**src/rtl/voice_allocator_if.sv**
```systemverilog
// Note-request handshake between a sequencer (master) and the voice allocator (slave).
interface voice_allocator_if #(
    parameter int unsigned NOTE_W = 6,
    parameter int unsigned DUR_W  = 6
);
    logic              req_valid;
    logic [NOTE_W-1:0] req_note;
    logic [DUR_W-1:0]  req_duration;
    logic              req_ready;

    modport master (output req_valid, output req_note, output req_duration, input req_ready);
    modport slave  (input req_valid, input req_note, input req_duration, output req_ready);
endinterface

```
**src/rtl/voice_allocator.sv**
```systemverilog
// Three-voice note allocator: retriggers a voice already playing the requested note, otherwise
// claims the lowest idle voice; per-voice beat counters release voices when their notes expire.
module voice_allocator #(
    parameter int unsigned NOTE_W = 6,
    parameter int unsigned DUR_W  = 6
) (
    input  logic               clk,
    input  logic               reset,
    voice_allocator_if.slave   req,
    input  logic               beat,
    input  logic               flush,
    output logic [NOTE_W-1:0]  note_one,
    output logic [NOTE_W-1:0]  note_two,
    output logic [NOTE_W-1:0]  note_three,
    output logic [DUR_W-1:0]   duration_one,
    output logic [DUR_W-1:0]   duration_two,
    output logic [DUR_W-1:0]   duration_three,
    output logic               new_note_one,
    output logic               new_note_two,
    output logic               new_note_three,
    output logic [2:0]         voice_busy,
    output logic               all_idle
);

    localparam int NumVoices = 3;

    typedef enum logic {VoiceIdle, VoiceActive} voice_state_e;

    voice_state_e      state_q [NumVoices];
    voice_state_e      state_d [NumVoices];
    logic [DUR_W-1:0]  cnt_q   [NumVoices];
    logic [DUR_W-1:0]  cnt_d   [NumVoices];
    logic [NOTE_W-1:0] note_q  [NumVoices];
    logic [NOTE_W-1:0] note_d  [NumVoices];
    logic [DUR_W-1:0]  dur_q   [NumVoices];
    logic [DUR_W-1:0]  dur_d   [NumVoices];
    logic [NumVoices-1:0] pulse_q, pulse_d;

    logic [NumVoices-1:0] busy;
    logic [NumVoices-1:0] match;
    logic [NumVoices-1:0] load;
    logic                 is_rest;
    logic                 ready;
    logic                 accept;
    logic                 found;

    always_comb begin
        busy  = '0;
        match = '0;
        for (int i = 0; i < NumVoices; i++) begin
            busy[i]  = (state_q[i] == VoiceActive);
            match[i] = busy[i] && (note_q[i] == req.req_note);
        end
    end

    // Readiness looks only at registered state, so a voice freed this cycle is seen next cycle.
    assign is_rest       = (req.req_note == '0) || (req.req_duration == '0);
    assign ready         = !flush && (!(&busy) || (|match) || is_rest);
    assign accept        = req.req_valid && ready;
    assign req.req_ready = ready;

    always_comb begin
        load  = '0;
        found = 1'b0;
        if (accept && !is_rest) begin
            for (int i = 0; i < NumVoices; i++) begin
                if (!found && match[i]) begin
                    load[i] = 1'b1;
                    found   = 1'b1;
                end
            end
            for (int i = 0; i < NumVoices; i++) begin
                if (!found && !busy[i]) begin
                    load[i] = 1'b1;
                    found   = 1'b1;
                end
            end
        end
    end

    always_comb begin
        state_d = state_q;
        cnt_d   = cnt_q;
        note_d  = note_q;
        dur_d   = dur_q;
        pulse_d = '0;
        for (int i = 0; i < NumVoices; i++) begin
            if (flush) begin
                state_d[i] = VoiceIdle;
                cnt_d[i]   = '0;
            end else if (load[i]) begin
                // A load in a beat cycle takes precedence over the decrement.
                state_d[i] = VoiceActive;
                note_d[i]  = req.req_note;
                dur_d[i]   = req.req_duration;
                cnt_d[i]   = req.req_duration;
                pulse_d[i] = 1'b1;
            end else if (beat && busy[i]) begin
                cnt_d[i] = cnt_q[i] - DUR_W'(1);
                if (cnt_q[i] == DUR_W'(1)) begin
                    state_d[i] = VoiceIdle;
                end
            end
        end
    end

    always_ff @(posedge clk or negedge reset) begin
        if (!reset) begin
            for (int i = 0; i < NumVoices; i++) begin
                state_q[i] <= VoiceIdle;
                cnt_q[i]   <= '0;
                note_q[i]  <= '0;
                dur_q[i]   <= '0;
            end
            pulse_q <= '0;
        end else begin
            state_q <= state_d;
            cnt_q   <= cnt_d;
            note_q  <= note_d;
            dur_q   <= dur_d;
            pulse_q <= pulse_d;
        end
    end

    assign note_one       = note_q[0];
    assign note_two       = note_q[1];
    assign note_three     = note_q[2];
    assign duration_one   = dur_q[0];
    assign duration_two   = dur_q[1];
    assign duration_three = dur_q[2];
    assign new_note_one   = pulse_q[0];
    assign new_note_two   = pulse_q[1];
    assign new_note_three = pulse_q[2];
    assign voice_busy     = busy;
    assign all_idle       = ~|busy;

endmodule

```
**src/flat_wrapper.sv**
```systemverilog
// flat-port wrapper written by rule: the top's interface ports become plain ports
module voice_allocator_flat 
#(
    parameter int unsigned NOTE_W = 6,
    parameter int unsigned DUR_W  = 6
)
  (clk, reset, beat, flush, note_one, note_two, note_three, duration_one, duration_two, duration_three, new_note_one, new_note_two, new_note_three, voice_busy, all_idle, req_req_valid, req_req_note, req_req_duration, req_req_ready);
  voice_allocator_if #(.NOTE_W(NOTE_W), .DUR_W(DUR_W)) req_i ();
  input  logic clk;
  input  logic reset;
  input  logic beat;
  input  logic flush;
  output logic [NOTE_W-1:0] note_one;
  output logic [NOTE_W-1:0] note_two;
  output logic [NOTE_W-1:0] note_three;
  output logic [DUR_W-1:0] duration_one;
  output logic [DUR_W-1:0] duration_two;
  output logic [DUR_W-1:0] duration_three;
  output logic new_note_one;
  output logic new_note_two;
  output logic new_note_three;
  output logic [2:0] voice_busy;
  output logic all_idle;
  input wire logic [$bits(req_i.req_valid)-1:0] req_req_valid;
  input wire logic [$bits(req_i.req_note)-1:0] req_req_note;
  input wire logic [$bits(req_i.req_duration)-1:0] req_req_duration;
  output wire logic [$bits(req_i.req_ready)-1:0] req_req_ready;
  assign req_i.req_valid = req_req_valid;
  assign req_i.req_note = req_req_note;
  assign req_i.req_duration = req_req_duration;
  assign req_req_ready = req_i.req_ready;
  voice_allocator #(.NOTE_W(NOTE_W), .DUR_W(DUR_W)) u_core (.clk(clk), .reset(reset), .req(req_i), .beat(beat), .flush(flush), .note_one(note_one), .note_two(note_two), .note_three(note_three), .duration_one(duration_one), .duration_two(duration_two), .duration_three(duration_three), .new_note_one(new_note_one), .new_note_two(new_note_two), .new_note_three(new_note_three), .voice_busy(voice_busy), .all_idle(all_idle));
endmodule
```
**config.mk**
```make
export PLATFORM = sky130hd
export DESIGN_NAME = voice_allocator_flat
export DESIGN_NICKNAME = d
export VERILOG_FILES = /design/src/rtl/voice_allocator_if.sv /design/src/rtl/voice_allocator.sv /design/src/flat_wrapper.sv
export SDC_FILE = /design/constraint.sdc
export NUM_CORES = 1
export LEC_CHECK = 0
export ABC_AREA = 1
export ABC_CLOCK_PERIOD_IN_PS = 2000
export BUFFER_PORTS_ARGS = -buffer_cell sky130_fd_sc_hd__buf_2
export CORE_ASPECT_RATIO = 0.6
export CORE_MARGIN = 2
export CORE_UTILIZATION = 25
export DETAILED_ROUTE_END_ITERATION = 16
export HOLD_SLACK_MARGIN = 0.1
export SLEW_MARGIN = 10
export SYNTH_ARGS = -nofsm -noshare
export SYNTH_HDL_FRONTEND = slang
export SYNTH_SLANG_ARGS = --single-unit
```
**constraint.sdc**
```tcl
create_clock -name clk -period 2 [get_ports clk]
set_input_delay 0.3 -clock clk [delete_from_list [all_inputs] [get_ports clk]]
set_output_delay 0.3 -clock clk [all_outputs]
set_load 0.01 [all_outputs]
```
==> results of run 1 <==
==> logic make-up (layout without fill, tap and decap cells) <==
kind of cell / count (synthesis) / after routing / share of synthesized area, %
buffers and inverters: 56 / 149 / 6.859
flip-flops: 60 / 60 / 44.49
XOR/XNOR: 13 / 13 / 3.374
AO/OA/AOI/OAI: 28 / 28 / 4.598
adder cells (fa/ha/maj): 6 / 6 / 2.225
AND/OR/NAND/NOR: 284 / 285 / 38.45
==> registers in the layout, indices dropped and copies added, names as in the netlist, 6 cells and up <==
signal,cells
u_core.cnt_q,18
u_core.duration_one,6
u_core.duration_three,6
u_core.duration_two,6
u_core.note_one,6
u_core.note_three,6
u_core.note_two,6
==> power by group <==
group | switching [uW] | internal [uW]
Combinational | 983 | 714
Clock | 532 | 850
Sequential | 316 | 1560
==> path summary, 6_finish.rpt <==
| kind | end | slack [ps] | cells after the start |
|---|---|---|---|
| max | req_req_ready | 40 | 8 |
| min | u_core.duration_two[5] | 260 | 3 |
| max reg2reg | u_core.cnt_q[2] | 90 | 13 |
| min reg2reg | u_core.duration_two[5] | 470 | 2 |
| max in group asynchronous | u_core.note_one[3] | 1190 | 3 |
| min in group asynchronous | u_core.duration_two[0] | 480 | 3 |
==> timing repair <==
| action | CTS | global route |
|---|---|---|
| hold buffers | 1 | 0 |
| pin swaps | 0 | 10 |
| endpoints found under the setup margin | 1 | 31 |
| setup buffers | 0 | 8 |
| cloned | 0 | 1 |
| resized for setup | 1 | 30 |
| hold endpoints to repair | 60 | 0 |
==> layout by cell type (no fill, tap or decap), types with 3 or more instances in the layout <==
master       n
nand2_1    187
buf_2       60
dfrtp_1     58
inv_1       34
nand3_1     29
buf_4       22
nor2_1      19
nand2_2     17
inv_2       12
o21ai_1     11
o21ai_0     10
xor2_1       9
clkbuf_16    9
nor2_2       8
ha_1         6
nor2_4       5
buf_12       5
nor3_1       4
xnor2_1      4
nand3_4      3
nor2_8       3
nand4_2      3
clkinv_2     3
==> metrics by stage <==
step	hold slack, ps	utilization [%]	total power, uW	setup WS, ps	cells
2_1_floorplan	4.409	-	2852	265.0	447
3_3_place_gp	339.1	31.03	3449	-68.27	687
3_5_place_dp	340.1	31.03	3469	-79.93	687
4_1_cts	253.0	33.10	4892	8.309	702
5_1_grt	279.8	34.32	5340	-59.61	711
6_report	264.3	34.32	4957	43.13	711
==> final cells by class <==
class                   instances  area (um2)
repair buffers                 88       575.6
flip-flops and latches         60        1504
clock buffers                  11       242.7
well taps                     170       212.7
clock inverters                 3       15.01
fillers                      1367        8547
inverters                      47       176.4
multi-input cells             332        1739
==> synthesized netlist by cell type, drive strengths merged <==
cell	number
o31ai	1
o21ai	21
nand3	33
xor2	9
nor2	35
xnor2	4
nor3	5
clkinv	1
buf	6
dfrtp	60
clkbuf	3
nand4	4
a21oi	3
nor4	1
a31oi	1
nand2	206
o41ai	2
ha	6
inv	46
==> worst register-to-register path: stages (launching register included) <==
cell     delay [ps]
dfrtp_2         440
nand2_1          80
nand2_1          60
nor2_2          130
nand2_2          80
nor2_4          150
nor2_4           70
nand3_4          90
nand3_4         180
nor2_8          220
nand2_1         130
nand2_1         120
nand2_2          50
nand2_1          60
==> routing by layer <==
metal	global-route usage, %	share of wire (%)	vias up
li1	-	-	1582
met2	20.37	40	101
met4	4.673	1.1	0
met1	23.30	53	1563
met3	4.105	6.3	10
met5	0	0	-
==> flow_metrics.py, run 1 <==
metrics = {
    "outcome": {
        "status": "finished, final reports clean",
    },
    "synthesis": {
        "synth_fp_nets": 470,
        "syn_area_um2": 3374,
        "ys_ff_latch": 60,
        "synth_area_leader_cell": "dfrtp_1",
        "ys_seq_area_share_pct": 44.49,
        "syn-instance-count": 447,
        "syn_avg_cell_area_um2": 7.549,
        "yosysTopAreaCellShare_pct": 44.49,
        "yosysUniqueCellTypes": 34,
        "synth_warnings": 0,
        "yosys-top-cells-area": "dfrtp_1, nand2_1, nand3_1",
    },
    "clocking": {
        "cts.clk_slew.worst_paths_ps": 50,
        "cts_tree": "done",
        "htreeDepth": 3,
        "clock_latency_ps": 330,
        "cts_num_sinks": 60,
        "cts-root-buf": "clkbuf_16",
        "cts_buffers": 9,
        "cts_buffer_depth": 2,
    },
    "setup_path": {
        "regToRegStartpoint": "u_core.note_two[4]",
        "crit_family": "simple AND/OR/NAND/NOR gates",
        "end_kind": "output pin",
        "arrival_ps": 1660,
        "cp_data_required_time_ps": 1700,
        "path_cells": "nand2_1 -> nand2_1 -> nor2_2 -> nand2_2 -> nor2_4 -> nor2_4 -> a31oi_1 -> buf_2",
        "slowest_delay_ps": 440,
        "critical_path.max_fanout": 4,
        "path_class": "flop to output pin",
        "startpoint": "u_core.note_two[4]",
        "start_kind": "flop",
        "path_buf_inv": 1,
        "slowest_stage": "dfrtp_2",
    },
    "sta": {
        "setup_violations": 0,
        "slew_violations": 0,
        "fin_setup_tns_ps": 0,
        "grt_setup_unrepaired": "yes",
        "period_share_pct": 97.84,
        "timing.final.crit_period_ps": 1957,
        "finClkSkew_ps": 5.615,
        "slew_headroom_pct": 71.09,
        "fmax_ghz": 0.5110,
        "tightest_slew_ps": 428.1,
        "hold_violations": 0,
    },
    "layout": {
        "drive_above_1_share_pct": 29.57,
        "syn_to_final_growth_pct": 32.33,
        "diodes": 0,
        "fin_area_um2": 4466,
        "nNetsFinal": 561,
    },
    "floorplanning": {
        "fp-row-count": 32,
        "die_area_um2": 14470,
        "start_util_pct": 25.93,
        "core-area_um2": 13010,
        "io_pins": 61,
        "die_w_um": 154.0,
        "die_h_um": 94.00,
    },
    "detailed_routing": {
        "vias_per_cell": 4.579,
        "drtIter0Drc": 313,
        "drcViolationCount": 0,
        "wire_per_inst_um": 14.82,
        "antenna_left": 0,
        "vias": 3256,
        "dr.pass1.iters": 5,
        "finalWirelength_um": 10540,
    },
    "hold_path": {
        "min_from": "req_req_duration[5]",
        "holdCritPathClass": "input port to flop",
    },
    "placement": {
        "place_congestion": 0.9040,
        "placed_area_um2": 4038,
        "io_buffer_count": 60,
        "hpwlAfterDp_um": 7721,
    },
    "grt": {
        "grt_max_degree": 61,
        "grt_pass1_vias": 3072,
        "overflow": 0,
        "grt_pass1_wl_um": 16630,
        "grt_usage_pct": 15.24,
        "antenna_found_initial": 0,
    },
    "power": {
        "leakage_uw": 0.002478,
        "vdd_drop_max_mv": 0.3794,
        "cellPowerDensity_nw_per_um2": 1110,
    },
    "flow_run": {
        "drv_cap": 0,
    },
}
No activity file was read; power rests on OpenSTA's default activity.
==> inputs of run 2 (changes only) <==
BUFFER_PORTS_ARGS = unset   (was -buffer_cell sky130_fd_sc_hd__buf_2)
CORE_MARGIN = 8   (was 2)
CORE_UTILIZATION = 45   (was 25)
DONT_BUFFER_PORTS = 1   (was unset)
==> flow_metrics.py, run 2 (synthesis results as in run 1) <==
metrics = {
    "outcome": {
        "status": "finished, final reports clean",
    },
    "sta": {
        "whs_ps": 100.4,
        "tightest_slew_ps": 534.4,
        "finClkSkew_ps": 7.960,
        "slew_headroom_pct": 64.33,
        "period_share_pct": 97.67,
        "slew_violations": 0,
        "hold_violations": 0,
        "setup_violations": 0,
        "fmax_ghz": 0.5119,
        "grt_setup_unrepaired": "yes",
        "timing.final.crit_period_ps": 1953,
    },
    "setup_path": {
        "arrival_ps": 2220,
        "critical_path.max_fanout": 8,
        "startpoint": "u_core.note_one[3]",
        "ff2ff_setup_slack_ps": 50,
        "cp_data_required_time_ps": 2270,
        "endpoint": "u_core.cnt_q[0]",
        "r2r-end": "u_core.cnt_q[0]",
        "reg2reg_depth": 15,
        "regToRegStartpoint": "u_core.note_one[3]",
        "path_class": "flop to flop",
        "end_kind": "flop",
        "start_kind": "flop",
    },
    "placement": {
        "placed_cells": 563,
        "io_buffer_count": 0,
        "hpwlAfterDp_um": 6739,
        "place_congestion": 0.8362,
    },
    "floorplanning": {
        "start_util_pct": 46.44,
        "die_w_um": 127.8,
        "die_area_um2": 10620,
        "fp-row-count": 24,
        "die_h_um": 83.08,
        "io_pins": 61,
        "core-area_um2": 7267,
    },
    "clocking": {
        "cts_num_sinks": 60,
        "htreeDepth": 3,
        "cts-root-buf": "clkbuf_16",
        "cts_buffer_depth": 2,
        "clock_latency_ps": 340,
        "cts_buffers": 9,
        "cts.clk_slew.worst_paths_ps": 50,
        "cts_tree": "done",
    },
    "hold_path": {
        "holdCritPathClass": "input port to flop",
    },
    "grt": {
        "grt_pass1_wl_um": 15000,
        "grt_max_degree": 61,
        "grt_usage_pct": 18.17,
        "grt_pass1_vias": 2720,
        "antenna_found_initial": 0,
        "overflow": 0,
    },
    "detailed_routing": {
        "vias_per_cell": 4.971,
        "wire_per_inst_um": 15.89,
        "finalWirelength_um": 9452,
        "vias": 2958,
        "drtIter0Drc": 268,
        "dr.pass1.iters": 5,
        "drcViolationCount": 0,
        "antenna_left": 0,
    },
    "layout": {
        "nNetsFinal": 509,
        "final_cell_mix": "nand2_1, dfrtp_1, inv_1",
        "diodes": 0,
        "regMostFlops": "u_core.cnt_q",
        "final_cell_count_no_fill": 595,
        "final_common_cell": "nand2_1",
        "largest_reg_flops": 18,
        "syn_to_final_growth_pct": 23.54,
        "drive_above_1_share_pct": 19.55,
    },
    "flow_run": {
        "drv_cap": 0,
    },
    "power": {
        "leakage_uw": 0.002253,
        "cellPowerDensity_nw_per_um2": 1177,
        "vdd_drop_max_mv": 0.5578,
    },
}
[run 2: power breakdown]
part           total (uW)  internal [uW]  switching, uW
registers            1970           1560            406
logic                1360            596            766
clock network        1580           1030            549
total                4910           3190           1720
[run 2: through the flow]
step	worst slack, ps	total power, uW	util (%)	cell area, um2	TNS [ps]
after floorplan	265.0	2852	-	3374	0
after global placement	127.1	3241	50.16	3645	0
after detailed placement	62.18	3253	50.16	3645	0
after CTS	21.12	4897	55.54	4036	0
after global routing	-111.6	5259	57.37	4169	-1518
final	46.66	4908	57.37	4169	0
[run 2: cell type report]
class / count / area (um2)
clock buffers: 12 / 256.5
clock inverters: 4 / 47.55
fillers: 688 / 3098
inverters: 47 / 176.4
multi-input cells: 331 / 1685
flip-flops and latches: 60 / 1506
well taps: 104 / 130.1
repair buffers: 37 / 366.6
[run 2: worst min path at each step]
stage	startpoint	to	slack (ps)	cells after the start
after floorplan	reset	u_core.cnt_q[0]	4	0
after global placement	reset	u_core.note_three[5]	6	0
after detailed placement	reset	u_core.duration_three[0]	6	0
after CTS	req_req_duration[4]	u_core.duration_two[4]	100	2
after global routing	req_req_duration[5]	u_core.duration_three[5]	110	2
final	req_req_duration[5]	u_core.duration_three[5]	100	2
[run 2: timing repair]
action | 4_1_cts | 5_1_grt
setup endpoints to repair | 0 | 27
hold buffers | 7 | 0
setup buffers | 0 | 9
resized for setup | 0 | 23
endpoints found under the hold margin | 67 | 0
[run 2: routing by layer]
layer	track usage, %	part of all wire, %	up-vias
met1	25.78	48	1377
li1	-	-	1476
met4	6.545	0.84	0
met2	23.85	41	95
met3	7.398	9.7	10
met5	0	0	-
[run 2: worst max-delay path: stages, from the launching register on]
cell,delay [ps]
dfrtp_2,420
inv_1,50
nand2_1,50
nand2_1,60
nor2_2,140
nand2_2,80
nor2_4,120
nor2_4,50
nand3_4,90
nand3_4,120
buf_12,190
nor2_8,190
nor2_4,100
nand2_4,100
nand2_1,70
nand2_1,50
